## src/rtl/ahb_seven_segment.sv

```systemverilog
// AHB-Lite slave driving a 4-digit multiplexed common-anode seven-segment display.
// Optional anti-ghosting blanking: define SEVEN_SEGMENT_BLANKING_EN.
module ahb_seven_segment #(
  parameter int REFRESH_DIV = 16384
) (
  input  logic        HCLK,
  input  logic        HRESETn,
  input  logic [31:0] HADDR,
  input  logic [31:0] HWDATA,
  input  logic [2:0]  HSIZE,
  input  logic [1:0]  HTRANS,
  input  logic        HWRITE,
  input  logic        HREADY,
  input  logic        HSEL,
  output logic [31:0] HRDATA,
  output logic        HREADYOUT,
  output logic [3:0]  nDigit,
  output logic [6:0]  nSegment,
  output logic        nDP
);

  localparam logic [15:0] LAST = 16'(REFRESH_DIV - 1);

  logic        write_enable;
  logic        read_enable;
  logic [1:0]  word_address;
  logic        addr_valid;
  logic [15:0] value;
  logic [7:0]  control;
  logic        updated;
  logic [15:0] slot_cnt;
  logic [1:0]  digit_sel;
  logic [3:0]  nibble;
  logic [3:0]  onehot;
  logic [6:0]  seg_next;
  logic        blank;
  logic        unused_bits;

  assign unused_bits = ^{HSIZE, HADDR[31:4], HADDR[1:0], HWDATA[31:16]};
  assign HREADYOUT   = 1'b1;
  assign addr_valid  = HREADY & HSEL & (HTRANS != 2'b00);

  always_ff @(posedge HCLK or negedge HRESETn) begin
    if (!HRESETn) begin
      write_enable <= 1'b0;
      read_enable  <= 1'b0;
      word_address <= 2'd0;
    end else if (addr_valid) begin
      write_enable <= HWRITE;
      read_enable  <= ~HWRITE;
      word_address <= HADDR[3:2];
    end else begin
      write_enable <= 1'b0;
      read_enable  <= 1'b0;
      word_address <= 2'd0;
    end
  end

  // Each data phase carries one transfer, so set and clear never collide.
  always_ff @(posedge HCLK or negedge HRESETn) begin
    if (!HRESETn) begin
      value   <= 16'd0;
      control <= 8'd0;
      updated <= 1'b0;
    end else if (write_enable) begin
      case (word_address)
        2'd0: begin
          value   <= HWDATA[15:0];
          updated <= 1'b1;
        end
        2'd1: control <= HWDATA[7:0];
        default: ;
      endcase
    end else if (read_enable && word_address == 2'd2) begin
      updated <= 1'b0;
    end
  end

  always_comb begin
    HRDATA = 32'd0;
    if (read_enable) begin
      case (word_address)
        2'd0: HRDATA[15:0] = value;
        2'd1: HRDATA[7:0]  = control;
        2'd2: HRDATA[0]    = updated;
        default: ;
      endcase
    end
  end

  always_ff @(posedge HCLK or negedge HRESETn) begin
    if (!HRESETn) begin
      slot_cnt  <= 16'd0;
      digit_sel <= 2'd0;
    end else if (slot_cnt == LAST) begin
      slot_cnt  <= 16'd0;
      digit_sel <= digit_sel + 2'd1;
    end else begin
      slot_cnt  <= slot_cnt + 16'd1;
    end
  end

  assign nibble = value[{digit_sel, 2'b00} +: 4];
  assign onehot = 4'b0001 << digit_sel;

  always_comb begin
    case (nibble)
      4'h0: seg_next = 7'b1000000;
      4'h1: seg_next = 7'b1111001;
      4'h2: seg_next = 7'b0100100;
      4'h3: seg_next = 7'b0110000;
      4'h4: seg_next = 7'b0011001;
      4'h5: seg_next = 7'b0010010;
      4'h6: seg_next = 7'b0000010;
      4'h7: seg_next = 7'b1111000;
      4'h8: seg_next = 7'b0000000;
      4'h9: seg_next = 7'b0010000;
      4'hA: seg_next = 7'b0001000;
      4'hB: seg_next = 7'b0000011;
      4'hC: seg_next = 7'b1000110;
      4'hD: seg_next = 7'b0100001;
      4'hE: seg_next = 7'b0000110;
      default: seg_next = 7'b0001110;
    endcase
  end

`ifdef SEVEN_SEGMENT_BLANKING_EN
  // Anodes stay dark at the start of each slot so segments settle first.
  assign blank = slot_cnt < 16'd16;
`else
  assign blank = 1'b0;
`endif

  always_ff @(posedge HCLK or negedge HRESETn) begin
    if (!HRESETn) begin
      nDigit   <= 4'b1111;
      nSegment <= 7'b1111111;
      nDP      <= 1'b1;
    end else begin
      nSegment <= seg_next;
      nDigit   <= blank ? 4'b1111 : ~(onehot & control[3:0]);
      nDP      <= blank ? 1'b1 : ~control[4 + digit_sel];
    end
  end

endmodule

```

## config.mk

```make
export PLATFORM = sky130hd
export DESIGN_NAME = ahb_seven_segment
export DESIGN_NICKNAME = d
export VERILOG_FILES = /design/src/rtl/ahb_seven_segment.sv
export SDC_FILE = /design/constraint.sdc
export NUM_CORES = 1
export LEC_CHECK = 0
export ABC_AREA = 0
export BUFFER_PORTS_ARGS = -buffer_cell sky130_fd_sc_hd__buf_4
export CAP_MARGIN = 40
export CORE_ASPECT_RATIO = 0.7
export CORE_MARGIN = 4
export CORE_UTILIZATION = 50
export CTS_BUF_LIST = sky130_fd_sc_hd__clkbuf_2 sky130_fd_sc_hd__clkbuf_4 sky130_fd_sc_hd__clkbuf_8
export DETAILED_ROUTE_END_ITERATION = 10
export HOLD_SLACK_MARGIN = 0.06
export PLACE_DENSITY = 0.82
export REMOVE_ABC_BUFFERS = 1
export SKIP_LAST_GASP = 1
export SLEW_MARGIN = 5
export SYNTH_ARGS = -nofsm -noshare
export SYNTH_HDL_FRONTEND = slang
export SYNTH_SLANG_ARGS = --single-unit
```

## constraint.sdc

```tcl
create_clock -name HCLK -period 3 [get_ports HCLK]
set_input_delay 0.6 -clock HCLK [delete_from_list [all_inputs] [get_ports HCLK]]
set_output_delay 0.6 -clock HCLK [all_outputs]
set_load 0.01 [all_outputs]
```

# [Word level (Yosys, flattened, before mapping)]
# Memory sizes are Yosys's and may differ from the RTL's. A register that Yosys moved wholly into a read port is not among the register bits.
# Index checks and enable logic that the tools add are counted.
[totals] register_bits=52 romBits=112 in_bits=74 output_inout_bits=45 elab_cells=48 mem_count=1
[classes] n_addsub=3 magnitude_cmp=1 eq_ne=4 shift=2 muxes=13 bitwise=6 reduce_logical=8
[mem_list] memory="(name not given)" words=16 word_bits=7 rd=1 rd_clocked_by_memory_dff=1 write_ports=0 line_no="107" source="case (nibble)"
[ops] op="16-bit 2-to-1 mux" count=2
[ops] op="16-bit by 1-bit adder with 16-bit output, second input constant" count=1
[ops] op="16-bit by 14-bit equality test with 1-bit output, second input constant" count=1
[ops] op="16-bit by 5-bit indexed part select with 4-bit output" count=1
[ops] op="7-bit case mux with 2 select lines" count=1
[ops] op="8-bit 2-to-1 mux" count=1
[ops] op="1-bit 2-to-1 mux" count=6
[ops] op="2-bit AND reduction" count=3
[ops] op="3-bit by 2-bit adder with 4-bit output, first input constant" count=1
[ops] op="4-bit bitwise AND" count=1
[ops] op="4-bit < comparator, second input constant" count=1
[ops] op="4-bit inverter" count=1
[ops] op="2-bit nonzero test" count=2
[ops] op="1-bit by 2-bit left shift with 4-bit output, first input constant" count=1
[ops] op="1-bit binary-select mux with 3-bit select" count=1
[ops] op="1-bit case mux with 3 select lines" count=1
[ops] op="2-bit by 1-bit adder with 2-bit output, second input constant" count=1
[ops] op="1-bit bitwise AND" count=2
[ops] op="2-bit by 1-bit equality test with 1-bit output, second input constant" count=1
[ops] op="2-bit equality test, second input constant" count=1
[ops] op="2-bit logical NOT" count=1
[ops] op="2-bit 2-to-1 mux" count=1
[ops] op="2-bit by 1-bit inequality test with 1-bit output, second input constant" count=1
[ops] op="1-bit inverter" count=2
[ops] op="other kinds (2)" count=2

# [Depth between registers and ports, before layout]
# Gate-level depths: netlist of run 1.
[depth] word_depth=4 mapped_depth=7 mapped_depth_nobuf=6

# [Worst setup path before layout of run 1]
# OpenSTA, ideal clock, no wires.
[synth_timing] path_type="register to register" startpoint="reg slot_cnt[0]" endpoint="reg digit_sel[1]" setup_ns=0.125 t_arrival_ns=1.831 t_required_ns=2.875 slack_ns=1.044 stages_incl_launch_ff=6 path_buffers=0 synth_period_minus_slack_ns=1.956 cell_sequence="dfrtp_1 -> ha_1 -> nand4_1 -> or4_4 -> nor3_4 -> mux2_4"
[synth_between] elab_chain_len=1
[synth_rtl] item="from (decl)" line_no="31" source="logic [15:0] slot_cnt;"
[synth_rtl] item="from (signal assigned)" line_no="99" source="slot_cnt <= slot_cnt + 16'd1;"
[synth_rtl] item="16-bit by 14-bit equality test with 1-bit output" line_no="95" source="end else if (slot_cnt == LAST) begin"
[synth_rtl] item="to (signal assigned)" line_no="97" source="digit_sel <= digit_sel + 2'd1;"
[synth_rtl] item="to (decl)" line_no="32" source="logic [1:0] digit_sel;"
# No other way between the ends.
# A chain may end at the register's enable or synchronous reset.

# [Final worst setup path of run 1]
[layout_timing] startpoint="reg word_address[1]" endpoint="out HRDATA[8]"
[layout_between] elab_chain_len=3
[layout_rtl] item="from (decl)" line_no="26" source="logic [1:0] word_address;"
[layout_rtl] item="from (signal assigned)" line_no="51" source="word_address <= HADDR[3:2];"
[layout_rtl] item="2-bit logical NOT" line_no="82" source="case (word_address)"
[layout_rtl] item="8-bit 2-to-1 mux" line_no="82"
[layout_rtl] item="16-bit 2-to-1 mux" line_no="81" source="if (read_enable) begin"
[layout_rtl] item="to (decl)" line_no="15" source="output logic [31:0] HRDATA,"
# No other way between the ends.

==> implementation parameters, run 1 <==
Parameter                              Value

Timing
  Fin crit period ... 2.53 ns
  Clock Skews ... 0.00504 ns
  RSZ-0062 raised after global routing ... no
  Hold violation count in the final report ... 0
  Tightest slew margin relative to the limit ... 51.8%
  Worst-margin pin slew ... 0.723 ns
  Achievable Freq ... 395 MHz
  Max-slew violation total from the final report ... 0
  Post-route clock period utilization ... 84.4%
  Final sum of negative setup slack ... 0 ns
  Final count of negative-setup-slack endpoints ... 0
  Final worst slack ... 0.469 ns

Final layout
  Post-synthesis to final-layout area growth ... 20.3%
  # nets final ... 389
  Final design area excluding fillers ... 0.00356 mm2
  Fin util ... 62.1%
  Highest-count cells in the layout ignoring fill and taps ... sky130_fd_sc_hd__buf_4 (53), sky130_fd_sc_hd__dfrtp_1 (47), sky130_fd_sc_hd__mux2_2 (26)
  Filler cell count ... 463
  Leading cell type in the layout, fill and taps excluded ... sky130_fd_sc_hd__buf_4
  Layout cells sized above 1 ... 38.5%
  ANT cells ... 0

Synth
  Post-synthesis sequential area ratio ... 50.4%
  Number of enable flip-flop cells after synthesis ... 0
  Share of the synthesized area in compound gates (AO/OA/AOI/OAI) ... 3.85%
  Cell types with the largest area share after synthesis ... sky130_fd_sc_hd__dfrtp_1 (40%), sky130_fd_sc_hd__dfstp_2 (11%), sky130_fd_sc_hd__mux2_2 (9.9%), sky130_fd_sc_hd__ha_1 (4.7%), sky130_fd_sc_hd__buf_4 (4.3%)
  Number of library cell types mapped by synthesis ... 40
  Mean instance size in the synthesized netlist ... 11.9 um2
  Xor/xnor share of the synthesized area ... 4.15%
  Mux contribution to synthesized area ... 16.9%
  Cell area after synthesis ... 0.00296 mm2
  Number of synthesis warnings ... 0
  Synth top area share ... 39.8%
  Async SR Flop Fraction ... 100%
  Gate Count Post-Synth ... 249
  Combinational family with the most area after synthesis ... multiplexers
  Most used flip-flop cell after synthesis ... sky130_fd_sc_hd__dfrtp_1
  Register bit total from synthesis ... 59
  Adder-Cell Fraction of Synth Area ... 4.66%
  Largest area contributor in the netlist ... sky130_fd_sc_hd__dfrtp_1
  Simple logic cell fraction of the synthesized area ... 13.0%

Setup path
  Data required time of the worst path ... 2.40 ns
  CP top delay family ... simple AND/OR/NAND/NOR gates
  Buffering stage count on the worst path with inverters included ... 1
  Start-to-end type of the worst setup path ... reg2out
  Largest stage delay, worst path ... 0.48 ns
  Sort of element at the start of the critical path ... register
  Worst setup EP type ... output port
  Ordered list of cells on the worst path ... nand2b_1, nor2_1, and2_1, buf_4
  CP arrival ... 1.93 ns
  Max Fanout on Critical Path ... 8
  Slowest stage cell on the critical path ... sky130_fd_sc_hd__nor2_1

Floorplan
  Effective utilization at floorplan ... 51.6%
  Die outline width ... 99.9 um
  Core region area ... 0.00573 mm2
  Row count ... 23
  Floorplan die height ... 72.3 um
  Number of top-level pins ... 119
  Die outline area ... 0.00723 mm2

Global routing
  Grt ovf ... 0
  Number of global-route vias before repair ... 1,987
  Initial antenna violation count ... 0
  Total global-route track usage ... 18.0%
  Maximum number of pins on one net before global-route repair ... 60
  Wire length of the first global-routing pass ... 9.74 mm

Place
  Count of input and output buffers ... 52
  Placed cell areas ... 0.00335 mm2
  DP HPWL ... 4.14 mm
  Gpl congestion ... 0.743
  Post-placement worst setup slack ... 0.829 ns

Detailed routing
  Routed Antenna Nets ... 0
  Final WL ... 5.77 mm
  Starting DRC count in detailed routing ... 74
  Routed via count divided by cell count ... 5.03
  Average detailed-routed wire length per instance ... 15.0 um
  Vias ... 1,932
  Post-route DRC violation count ... 0
  First-pass detailed-route iteration total ... 4

Pwr
  Power density over the cells ... 621 mW/mm2
  Worst IR Drop VDD ... 291 uV
  Standby leakage power ... 0.00163 uW

Clocking
  Resize count post-CTS ... 0
  TritonCTS clock tree ... done
  Buffer count from post-CTS setup fixing ... 0
  H-tree lvl count ... 3
  Clock edge transition at the registers on the reported setup and hold paths ... 0.06 ns
  Number of hold buffers added after cts ... 0
  Skew-Pair Late Insertion Delay ... 0.34 ns
  Number of sinks handled by clock tree synthesis ... 59
  Buffer depth of the longest clock path ... 2
  Root buffer cell ... sky130_fd_sc_hd__clkbuf_8
  Total CTS buffers ... 9

Min path
  Min-delay worst type ... in2async

Run status
  Status ... completed

Flow run
  Total of max-cap violations ... 0
-- layer usage --
metal	vias up	part of all wire (%)	global-route usage, %
li1	925	-	-
met4	0	1.7	6.06
met1	936	45	22.9
met3	13	7.2	7.49
met2	58	47	27.9
met5	-	0	0
-- flip-flops by register name (all words and copies together), names as in the netlist --
register	flops
value	16
nDigit	4
read_enable	1
nSegment	7
nDP	1
word_address	2
write_enable	1
control	8
digit_sel	2
slot_cnt	16
updated	1
-- kinds of logic after synthesis --
| kind of cell | count (synthesis) |
|---|---|
| DFF | 59 |
| xor gates and xnor gates | 14 |
| adders and majority gates | 11 |
| and+or+nand+nor | 71 |
| buffers and inverters | 35 |
| AOI/OAI and AO/OA | 17 |
| muxes | 40 |
| other | 2 |
-- cells in the mapped netlist (3+ instances only) --
| library cell | instances |
|---|---|
| sky130_fd_sc_hd__inv_1 | 11 |
| sky130_fd_sc_hd__buf_4 | 17 |
| sky130_fd_sc_hd__dfstp_2 | 12 |
| sky130_fd_sc_hd__xnor2_1 | 12 |
| sky130_fd_sc_hd__nand4_1 | 5 |
| sky130_fd_sc_hd__dfrtp_1 | 47 |
| sky130_fd_sc_hd__and2_1 | 12 |
| sky130_fd_sc_hd__o21ai_0 | 4 |
| sky130_fd_sc_hd__nand2_1 | 14 |
| sky130_fd_sc_hd__mux2_2 | 26 |
| sky130_fd_sc_hd__o21a_1 | 3 |
| sky130_fd_sc_hd__nor2_1 | 21 |
| sky130_fd_sc_hd__clkbuf_1 | 3 |
| sky130_fd_sc_hd__nand3_1 | 3 |
| sky130_fd_sc_hd__mux4_2 | 5 |
| sky130_fd_sc_hd__a21oi_1 | 3 |
| sky130_fd_sc_hd__ha_1 | 11 |
| sky130_fd_sc_hd__nor2b_1 | 3 |
| sky130_fd_sc_hd__mux2i_1 | 8 |
-- final cells by class --
cell class / count / area, um2 / share of cell area, %
Clock inverter: 2 / 35.0 / 0.985
Timing Repair Buffer: 53 / 398 / 11.2
Tap cell: 75 / 93.8 / 2.64
Sequential cell: 59 / 1490 / 41.9
Inverter: 11 / 41.3 / 1.16
Multi-Input combinational cell: 170 / 1320 / 37.2
Clock buffer: 14 / 174 / 4.89
-- final timing paths --
| check | startpoint | endpoint | slack, ns | cells after the start |
|---|---|---|---|---|
| worst max-delay path | word_address[1] | HRDATA[8] | 0.47 | 4 |
| worst min-delay path | HRESETn | slot_cnt[12] | 0.31 | 1 |
| worst max register to register | slot_cnt[0] | digit_sel[1] | 0.84 | 5 |
| worst min register to register | control[3] | nDigit[3] | 0.43 | 1 |
| max in group asynchronous | HRESETn | control[3] | 2.20 | 1 |
| min in group HCLK | HWRITE | read_enable | 0.42 | 2 |
-- per-stage QoR --
step,total power (uW),cells,hold slack (ns)
6_report,2210,384,0.311
5_1_grt,2330,384,0.367
3_5_place_dp,1470,368,0.409
4_1_cts,2230,384,0.338
3_3_place_gp,1450,368,0.399
2_1_floorplan,1280,240,0.304
-- report_power, final --
group	internal (uW)	total (uW)	leakage, uW	switching, uW
registers	946	1020	0.000712	77.1
clock network	456	749	0.000111	294
logic	232	435	0.000808	203
total	1630	2210	0.00163	575
-- worst register-to-register path, cell delays in order (launching register included) --
cell and delay, ns:
sky130_fd_sc_hd__dfrtp_1 0.38, sky130_fd_sc_hd__ha_1 0.23, sky130_fd_sc_hd__nand4_1 0.14, sky130_fd_sc_hd__or4_4 0.56
sky130_fd_sc_hd__nor3_4 0.39, sky130_fd_sc_hd__mux2_4 0.34
Note: power is estimated with default switching activity, not from simulation.
==> run 2: changes to the inputs <==
--- a/config.mk
+++ b/config.mk
@@ -5,16 +5,16 @@
 export SDC_FILE = /design/constraint.sdc
 export NUM_CORES = 1
 export LEC_CHECK = 0
-export ABC_AREA = 0
+export ABC_AREA = 1
 export BUFFER_PORTS_ARGS = -buffer_cell sky130_fd_sc_hd__buf_4
 export CAP_MARGIN = 40
 export CORE_ASPECT_RATIO = 0.7
 export CORE_MARGIN = 4
-export CORE_UTILIZATION = 50
+export CORE_UTILIZATION = 47
 export CTS_BUF_LIST = sky130_fd_sc_hd__clkbuf_2 sky130_fd_sc_hd__clkbuf_4 sky130_fd_sc_hd__clkbuf_8
 export DETAILED_ROUTE_END_ITERATION = 10
 export HOLD_SLACK_MARGIN = 0.06
-export PLACE_DENSITY = 0.82
+export PLACE_DENSITY = 0.79
 export REMOVE_ABC_BUFFERS = 1
 export SKIP_LAST_GASP = 1
 export SLEW_MARGIN = 5
==> constraint.sdc (replaced) <==
create_clock -name HCLK -period 2.28 [get_ports HCLK]
set_input_delay 0.456 -clock HCLK [delete_from_list [all_inputs] [get_ports HCLK]]
set_output_delay 0.456 -clock HCLK [all_outputs]
set_load 0.01 [all_outputs]
==> run 2 against run 1 <==
Net effect: routed wire length increased by 18%; non-clock buffer count is the same; first-iteration DRC count grew 24%; sequential power increased by 30%; largest cell class is now multi-input combinational cells.
==> implementation parameters, run 2 <==
Parameter                              Value

Floorplan
  Floorplan die height ... 78.4 um (+8.4%)
  Row count ... 25 (+8.7%)
  Die outline width ... 109 um (+8.7%)
  Core region area ... 0.00682 mm2 (+19%)
  Number of top-level pins ... 119 (unchanged)
  Die outline area ... 0.00852 mm2 (+18%)
  Effective utilization at floorplan ... 48.8% (-2.8 points)

Clocking
  Clock edge transition at the registers on the reported setup and hold paths ... 0.07 ns (about the same)
  Number of sinks handled by clock tree synthesis ... 59 (unchanged)
  Number of hold buffers added after cts ... 0 (unchanged)
  Skew-Pair Late Insertion Delay ... 0.34 ns (about the same)
  Buffer depth of the longest clock path ... 2 (unchanged)
  Root buffer cell ... sky130_fd_sc_hd__clkbuf_8
  Total CTS buffers ... 9 (unchanged)
  H-tree lvl count ... 3 (unchanged)
  Resize count post-CTS ... 0 (unchanged)
  Buffer count from post-CTS setup fixing ... 0 (unchanged)
  TritonCTS clock tree ... done

Pwr
  Worst IR Drop VDD ... 410 uV (+41%)
  Standby leakage power ... 0.00203 uW (+24%)
  Power density over the cells ... 732 mW/mm2 (+18%)

Min path
  Min-delay worst type ... in2async

Setup path
  Worst setup EP type ... output port
  Reg-to-Reg Start ... digit_sel[0]
  Max Fanout on Critical Path ... 10 (+2)
  Sort of element at the start of the critical path ... register
  Worst r2r path cells ... 10 (+5)
  Slowest stage cell on the critical path ... sky130_fd_sc_hd__dfrtp_1
  R2R setup slack ... 0.51 ns (-0.33 ns)
  RR Endpoint ... nSegment[3]
  Data required time of the worst path ... 1.82 ns (-0.58 ns)
  Start-to-end type of the worst setup path ... reg2out
  CP arrival ... 1.68 ns (-0.25 ns)
  Ordered list of cells on the worst path ... nor2_4, nand2_1, nor2_1, buf_4
  CP Launch Point ... word_address[1]
  Largest stage delay, worst path ... 0.45 ns (-0.03 ns)

Global routing
  Number of global-route vias before repair ... 2,619 (+32%)
  Maximum number of pins on one net before global-route repair ... 60 (unchanged)
  Grt ovf ... 0 (unchanged)
  Total global-route track usage ... 17.4% (-0.55 points)
  Initial antenna violation count ... 0 (unchanged)
  Wire length of the first global-routing pass ... 11.8 mm (+21%)

Synth
  Register bit total from synthesis ... 59 (unchanged)
  Number of synthesis warnings ... 0 (unchanged)
  Gate Count Post-Synth ... 399 (+60%)
  Number of library cell types mapped by synthesis ... 34 (-15%)
  Mean instance size in the synthesized netlist ... 8.35 um2 (-30%)
  Largest area contributor in the netlist ... sky130_fd_sc_hd__dfrtp_1
  Post-synthesis sequential area ratio ... 44.8% (-5.7 points)
  Cell area after synthesis ... 0.00333 mm2 (+13%)
  Most frequently used cell type in the post-synthesis netlist ... sky130_fd_sc_hd__nand2_1
  Synth top area share ... 35.3% (-4.5 points)
  Most used flip-flop cell after synthesis ... sky130_fd_sc_hd__dfrtp_1
  Cell types with the largest area share after synthesis ... sky130_fd_sc_hd__dfrtp_1 (35%), sky130_fd_sc_hd__nand2_1 (13%), sky130_fd_sc_hd__dfstp_2 (9.5%), sky130_fd_sc_hd__nor2_1 (5.0%), sky130_fd_sc_hd__inv_1 (4.2%)
  Async SR Flop Fraction ... 100% (unchanged)
  Number of enable flip-flop cells after synthesis ... 0 (unchanged)
  Commonest cells in the netlist ... sky130_fd_sc_hd__nand2_1 (111), sky130_fd_sc_hd__dfrtp_1 (47), sky130_fd_sc_hd__nor2_1 (44), sky130_fd_sc_hd__inv_1 (37), sky130_fd_sc_hd__nand3_1 (25)

Timing
  RSZ-0062 raised after global routing ... no
  Final count of negative-setup-slack endpoints ... 0 (unchanged)
  Fin crit period ... 2.14 ns
  Achievable Freq ... 467 MHz
  Hold violation count in the final report ... 0 (unchanged)
  Fin Hold WS ... 0.170 ns (-0.141 ns)
  Post-route clock period utilization ... 93.9%
  Worst-margin pin slew ... 0.728 ns (+0.00515 ns)
  Max-slew violation total from the final report ... 0 (unchanged)
  Tightest slew margin relative to the limit ... 51.4% (-0.34 points)
  Final sum of negative setup slack ... 0 ns (unchanged)
  Clock Skews ... 0.00716 ns (+0.00212 ns)

Detailed routing
  Routed Antenna Nets ... 0 (unchanged)
  Vias ... 2,625 (+36%)
  Average detailed-routed wire length per instance ... 12.3 um (-18%)
  Routed via count divided by cell count ... 4.75 (-5.7%)
  Starting DRC count in detailed routing ... 92 (+24%)
  Final WL ... 6.79 mm (+18%)
  First-pass detailed-route iteration total ... 5 (+1)
  Post-route DRC violation count ... 0 (unchanged)

Final layout
  Post-synthesis to final-layout area growth ... 16.7%
  Highest-count cells in the layout ignoring fill and taps ... sky130_fd_sc_hd__nand2_1 (111), sky130_fd_sc_hd__buf_4 (53), sky130_fd_sc_hd__dfrtp_1 (47)
  Biggest registers after layout ... slot_cnt: 16 flops, value: 16 flops, control: 8 flops
  Leading cell type in the layout, fill and taps excluded ... sky130_fd_sc_hd__nand2_1
  Layout cells sized above 1 ... 26.8% (-12 points)
  # nets final ... 539 (+39%)
  ANT cells ... 0 (unchanged)

Place
  DP HPWL ... 4.99 mm (+21%)
  Count of input and output buffers ... 52 (unchanged)
  Gpl congestion ... 0.890 (+20%)

Flow run
  Total of max-cap violations ... 0 (unchanged)

Run status
  Status ... completed
[run 2: cell types whose count changed after synthesis, sizes merged, moves of 5 or more]
cell,change
a21oi,+14
and2,-12
inv,+30
mux2,-27
mux2i,-8
mux4,-5
nand2,+111
nand3,+29
nor2,+30
o21ai,+17
xnor2,-9
[run 2: worst max path at each step]
stage                   to  slack, ns  cells after the start
6_report         HRDATA[8]       0.14                      4
2_1_floorplan  nSegment[5]       0.63                     10
5_1_grt         HRDATA[13]       0.01                      4
3_5_place_dp     HRDATA[8]       0.50                      4
3_3_place_gp    HRDATA[11]       0.54                      4
4_1_cts          HRDATA[8]       0.12                      4
[run 2: final cells by class]
type                            count  area (um2)
Clock inverter                      3        15.0
Timing Repair Buffer               53         398
Fill cell                         615        2930
Sequential cell                    59        1490
Multi-Input combinational cell    289        1540
Clock buffer                       13         166
Inverter                           42         160
Tap cell                           94         118
[run 2: logic make-up after synthesis]
logic type | after synthesis | share of synthesized area, %
AND/OR/NAND/NOR | 212 | 30.5
AO/OA/AOI/OAI | 43 | 8.04
adder cells (fa/ha/maj) | 11 | 4.13
buffers and inverters | 66 | 10.7
other | 2 | 0.225
XOR/XNOR | 6 | 1.58
flip-flops | 59 | 44.8
[run 2: metal layers]
| layer | share of wire (%) | GRT usage, % | up-vias |
|---|---|---|---|
| li1 | - | - | 1331 |
| met1 | 47 | 24.1 | 1192 |
| met2 | 45 | 25.6 | 90 |
| met3 | 7.3 | 5.67 | 12 |
| met4 | 1.3 | 6.18 | 0 |
| met5 | 0 | 0 | - |
[run 2: critical path, delay by kind of cell (launching register included)]
family / cells / cell delay [ns]
buf+inv: 1 / 0.14
flops: 1 / 0.45
simple gates: 3 / 0.75
[run 2: per-stage QoR]
step / cells / utilization, % / setup WS [ns] / area [um2] / power, uW
after floorplan: 390 / - / 0.633 / 3190 / 1740
after detailed placement: 537 / 54.3 / 0.503 / 3710 / 1990
after global placement: 537 / 54.3 / 0.535 / 3710 / 1970
after CTS: 553 / 57.0 / 0.115 / 3890 / 2870
after global routing: 553 / 57.0 / 0.00967 / 3890 / 3010
final: 553 / 57.0 / 0.140 / 3890 / 2850
[run 2: report_power, final]
part	internal (uW)	leakage, uW	switching (uW)
combinational	270	0.00123	374
sequential	1240	0.000695	95.6
clock	472	0.000100	399
total	1980	0.00203	869
==> run 3: changes to the inputs <==
--- a/config.mk
+++ b/config.mk
@@ -5,16 +5,15 @@
 export SDC_FILE = /design/constraint.sdc
 export NUM_CORES = 1
 export LEC_CHECK = 0
-export ABC_AREA = 1
 export BUFFER_PORTS_ARGS = -buffer_cell sky130_fd_sc_hd__buf_4
 export CAP_MARGIN = 40
 export CORE_ASPECT_RATIO = 0.7
 export CORE_MARGIN = 4
-export CORE_UTILIZATION = 47
+export CORE_UTILIZATION = 45
 export CTS_BUF_LIST = sky130_fd_sc_hd__clkbuf_2 sky130_fd_sc_hd__clkbuf_4 sky130_fd_sc_hd__clkbuf_8
 export DETAILED_ROUTE_END_ITERATION = 10
 export HOLD_SLACK_MARGIN = 0.06
-export PLACE_DENSITY = 0.79
+export PLACE_DENSITY = 0.78
 export REMOVE_ABC_BUFFERS = 1
 export SKIP_LAST_GASP = 1
 export SLEW_MARGIN = 5
==> run 3 against run 2 <==
Net effect: clock power increased by 23%; fmax is 0.58% higher; worst hold slack about the same; clock skew fell by 0.0021 ns; cell count decreased by 29%; global-route usage shrank 0.74 points; combinational power down 10%; sequential cell count unchanged; final area shrank 6.8%; non-clock buffer count up 6; routed wire length shrank 14%; power up 5.2%; critical endpoint is now digit_sel[1]; largest cell class is now sequential cells; highest routed layer unchanged.
==> implementation parameters, run 3 (synthesis gave the netlist of run 1 again) <==
Parameter                              Value

Run status
  Status ... completed

Floorplan
  Core region area ... 0.00631 mm2 (-7.5%)
  Die outline area ... 0.00795 mm2 (-6.7%)
  Floorplan die height ... 75.8 um (-3.3%)
  Die outline width ... 105 um (-3.4%)
  Number of top-level pins ... 119 (unchanged)
  Effective utilization at floorplan ... 46.9% (-2.0 points)
  Row count ... 24 (-4.0%)

Clocking
  Number of sinks handled by clock tree synthesis ... 59 (unchanged)
  Clock edge transition at the registers on the reported setup and hold paths ... 0.06 ns (about the same)
  Skew-Pair Late Insertion Delay ... 0.34 ns (about the same)
  Root buffer cell ... sky130_fd_sc_hd__clkbuf_8
  H-tree lvl count ... 3 (unchanged)
  Buffer count from post-CTS setup fixing ... 0 (unchanged)
  Total CTS buffers ... 9 (unchanged)
  TritonCTS clock tree ... done
  Buffer depth of the longest clock path ... 2 (unchanged)

Place
  Count of input and output buffers ... 52 (unchanged)
  Gpl congestion ... 0.796 (-11%)
  DP HPWL ... 4.24 mm (-15%)

Pwr
  Total power after layout ... 2990 uW (+5.2%)
  Worst IR Drop VDD ... 494 uV (+20%)
  Standby leakage power ... 0.00167 uW (-18%)
  Power density over the cells ... 826 mW/mm2 (+13%)

Timing
  Worst-margin pin slew ... 0.722 ns (-0.00649 ns)
  Post-route clock period utilization ... 93.3% (-0.54 points)
  RSZ-0062 raised after global routing ... no
  Max-slew violation total from the final report ... 0 (unchanged)
  Fin crit period ... 2.13 ns (-0.0124 ns)
  Tightest slew margin relative to the limit ... 51.9% (+0.43 points)
  Final sum of negative setup slack ... 0 ns (unchanged)
  Hold violation count in the final report ... 0 (unchanged)
  Clock Skews ... 0.00509 ns (-0.00207 ns)
  Final count of negative-setup-slack endpoints ... 0 (unchanged)
  Achievable Freq ... 470 MHz (+0.58%)

Global routing
  Global Route met2 Usage ... 26.2% (+0.64 points)
  Maximum number of pins on one net before global-route repair ... 60 (unchanged)
  Total global-route track usage ... 16.7% (-0.74 points)
  Busiest layer in global routing ... met2
  Met3 GRT Util ... 6.69% (+1.0 points)
  Number of global-route vias before repair ... 1,962 (-25%)
  Met1 GRT Util ... 21.6% (-2.5 points)
  Wire length of the first global-routing pass ... 9.94 mm (-16%)
  Initial antenna violation count ... 0 (unchanged)
  Grt ovf ... 0 (unchanged)

Final layout
  # nets final ... 395 (-27%)
  Filler cell count ... 506 (-18%)
  Post-synthesis to final-layout area growth ... 22.6%
  Sequential standard cell area ... 0.00149 mm2 (about the same)
  Biggest registers after layout ... slot_cnt: 16 flops, value: 16 flops, control: 8 flops
  Leading cell type in the layout, fill and taps excluded ... sky130_fd_sc_hd__buf_4
  Layout cells sized above 1 ... 40.0% (+13 points)
  Total area of multi-input combinational cells ... 0.00132 mm2 (-14%)
  Highest-count cells in the layout ignoring fill and taps ... sky130_fd_sc_hd__buf_4 (59), sky130_fd_sc_hd__dfrtp_1 (46), sky130_fd_sc_hd__mux2_2 (26)
  ANT cells ... 0 (unchanged)

Detailed routing
  Starting DRC count in detailed routing ... 54 (-41%)
  Routed Antenna Nets ... 0 (unchanged)
  Final WL ... 5.83 mm (-14%)
  Vias ... 1,924 (-27%)
  Post-route DRC violation count ... 0 (unchanged)
  Routed via count divided by cell count ... 4.90 (+3.1%)
  Average detailed-routed wire length per instance ... 14.8 um (+21%)
  First-pass detailed-route iteration total ... 4 (-1)

Setup path
  CP arrival ... 2.35 ns (+0.67 ns)
  Sort of element at the start of the critical path ... register
  Data required time of the worst path ... 2.50 ns (+0.68 ns)
  Max Fanout on Critical Path ... 7 (-3)
  Start-to-end type of the worst setup path ... reg2reg
  Worst setup EP type ... register

Flow run
  Total of max-cap violations ... 0 (unchanged)

Min path
  Min-delay worst type ... in2async
## run 3: cell types whose count changed in the layout (fill, tap and decap cells not counted), sizes merged, moves of 5 or more
cell / previous run / this run
nand2: 125 / 14
inv: 41 / 11
nor2: 51 / 21
nand3: 32 / 3
mux2: 0 / 27
o21ai: 21 / 4
a21oi: 17 / 3
and2: 0 / 12
xnor2: 3 / 12
mux2i: 0 / 8
buf: 53 / 59
mux4: 0 / 5
## run 3: layout make-up
cell class	instances	area share [%]
inverters	11	1.14
well taps	78	2.69
repair buffers	59	12.2
clock inverters	5	2.07
flip-flops and latches	59	41.2
clock buffers	11	4.18
multi-input cells	170	36.5
## run 3: critical path, cell delays in order, from the launching register on
cell and delay [ns]:
sky130_fd_sc_hd__dfrtp_1 0.38, sky130_fd_sc_hd__ha_1 0.21, sky130_fd_sc_hd__nand4_1 0.15, sky130_fd_sc_hd__or4_4 0.58
sky130_fd_sc_hd__nor3_4 0.35, sky130_fd_sc_hd__mux2_4 0.33
## run 3: where the power goes
part / total (uW) / switching, uW / internal [uW]
Sequential: 1350 / 105 / 1240
Combinational: 577 / 269 / 308
Clock: 1070 / 400 / 669
## run 3: final timing paths
check | to | slack, ns | depth (start not counted) | start
max reg2reg | digit_sel[1] | 0.15 | 5 | slot_cnt[0]
min reg2reg | nDigit[1] | 0.42 | 1 | control[1]
max in group asynchronous | word_address[0] | 1.58 | 1 | HRESETn
max | digit_sel[1] | 0.15 | 5 | slot_cnt[0]
min | value[15] | 0.17 | 1 | HRESETn
min in group HCLK | read_enable | 0.27 | 2 | HWRITE
## run 3: timing repair
action / in CTS / in global routing
endpoints found under the setup margin: 0 / 1
hold buffers: 0 / 0
resized for setup: 0 / 1
## run 3: per-stage QoR
| stage | utilization (%) | instances | setup WS, ns | instance area, um2 | hold slack (ns) |
|---|---|---|---|---|---|
| floorplan | - | 240 | 0.324 | 2860 | 0.160 |
| detailed placement | 53.9 | 377 | 0.183 | 3400 | 0.413 |
| global route | 57.5 | 393 | 0.0442 | 3620 | 0.200 |
| finish | 57.5 | 393 | 0.152 | 3620 | 0.170 |
| global placement | 53.9 | 377 | 0.206 | 3400 | 0.400 |
| CTS | 57.5 | 393 | 0.0257 | 3620 | 0.192 |
## run 3: routing by layer
layer  wire (um)  vias up
met1        2780      926
met5           0        -
li1            -      941
met4          78        0
met2        2640       49
met3         329        8
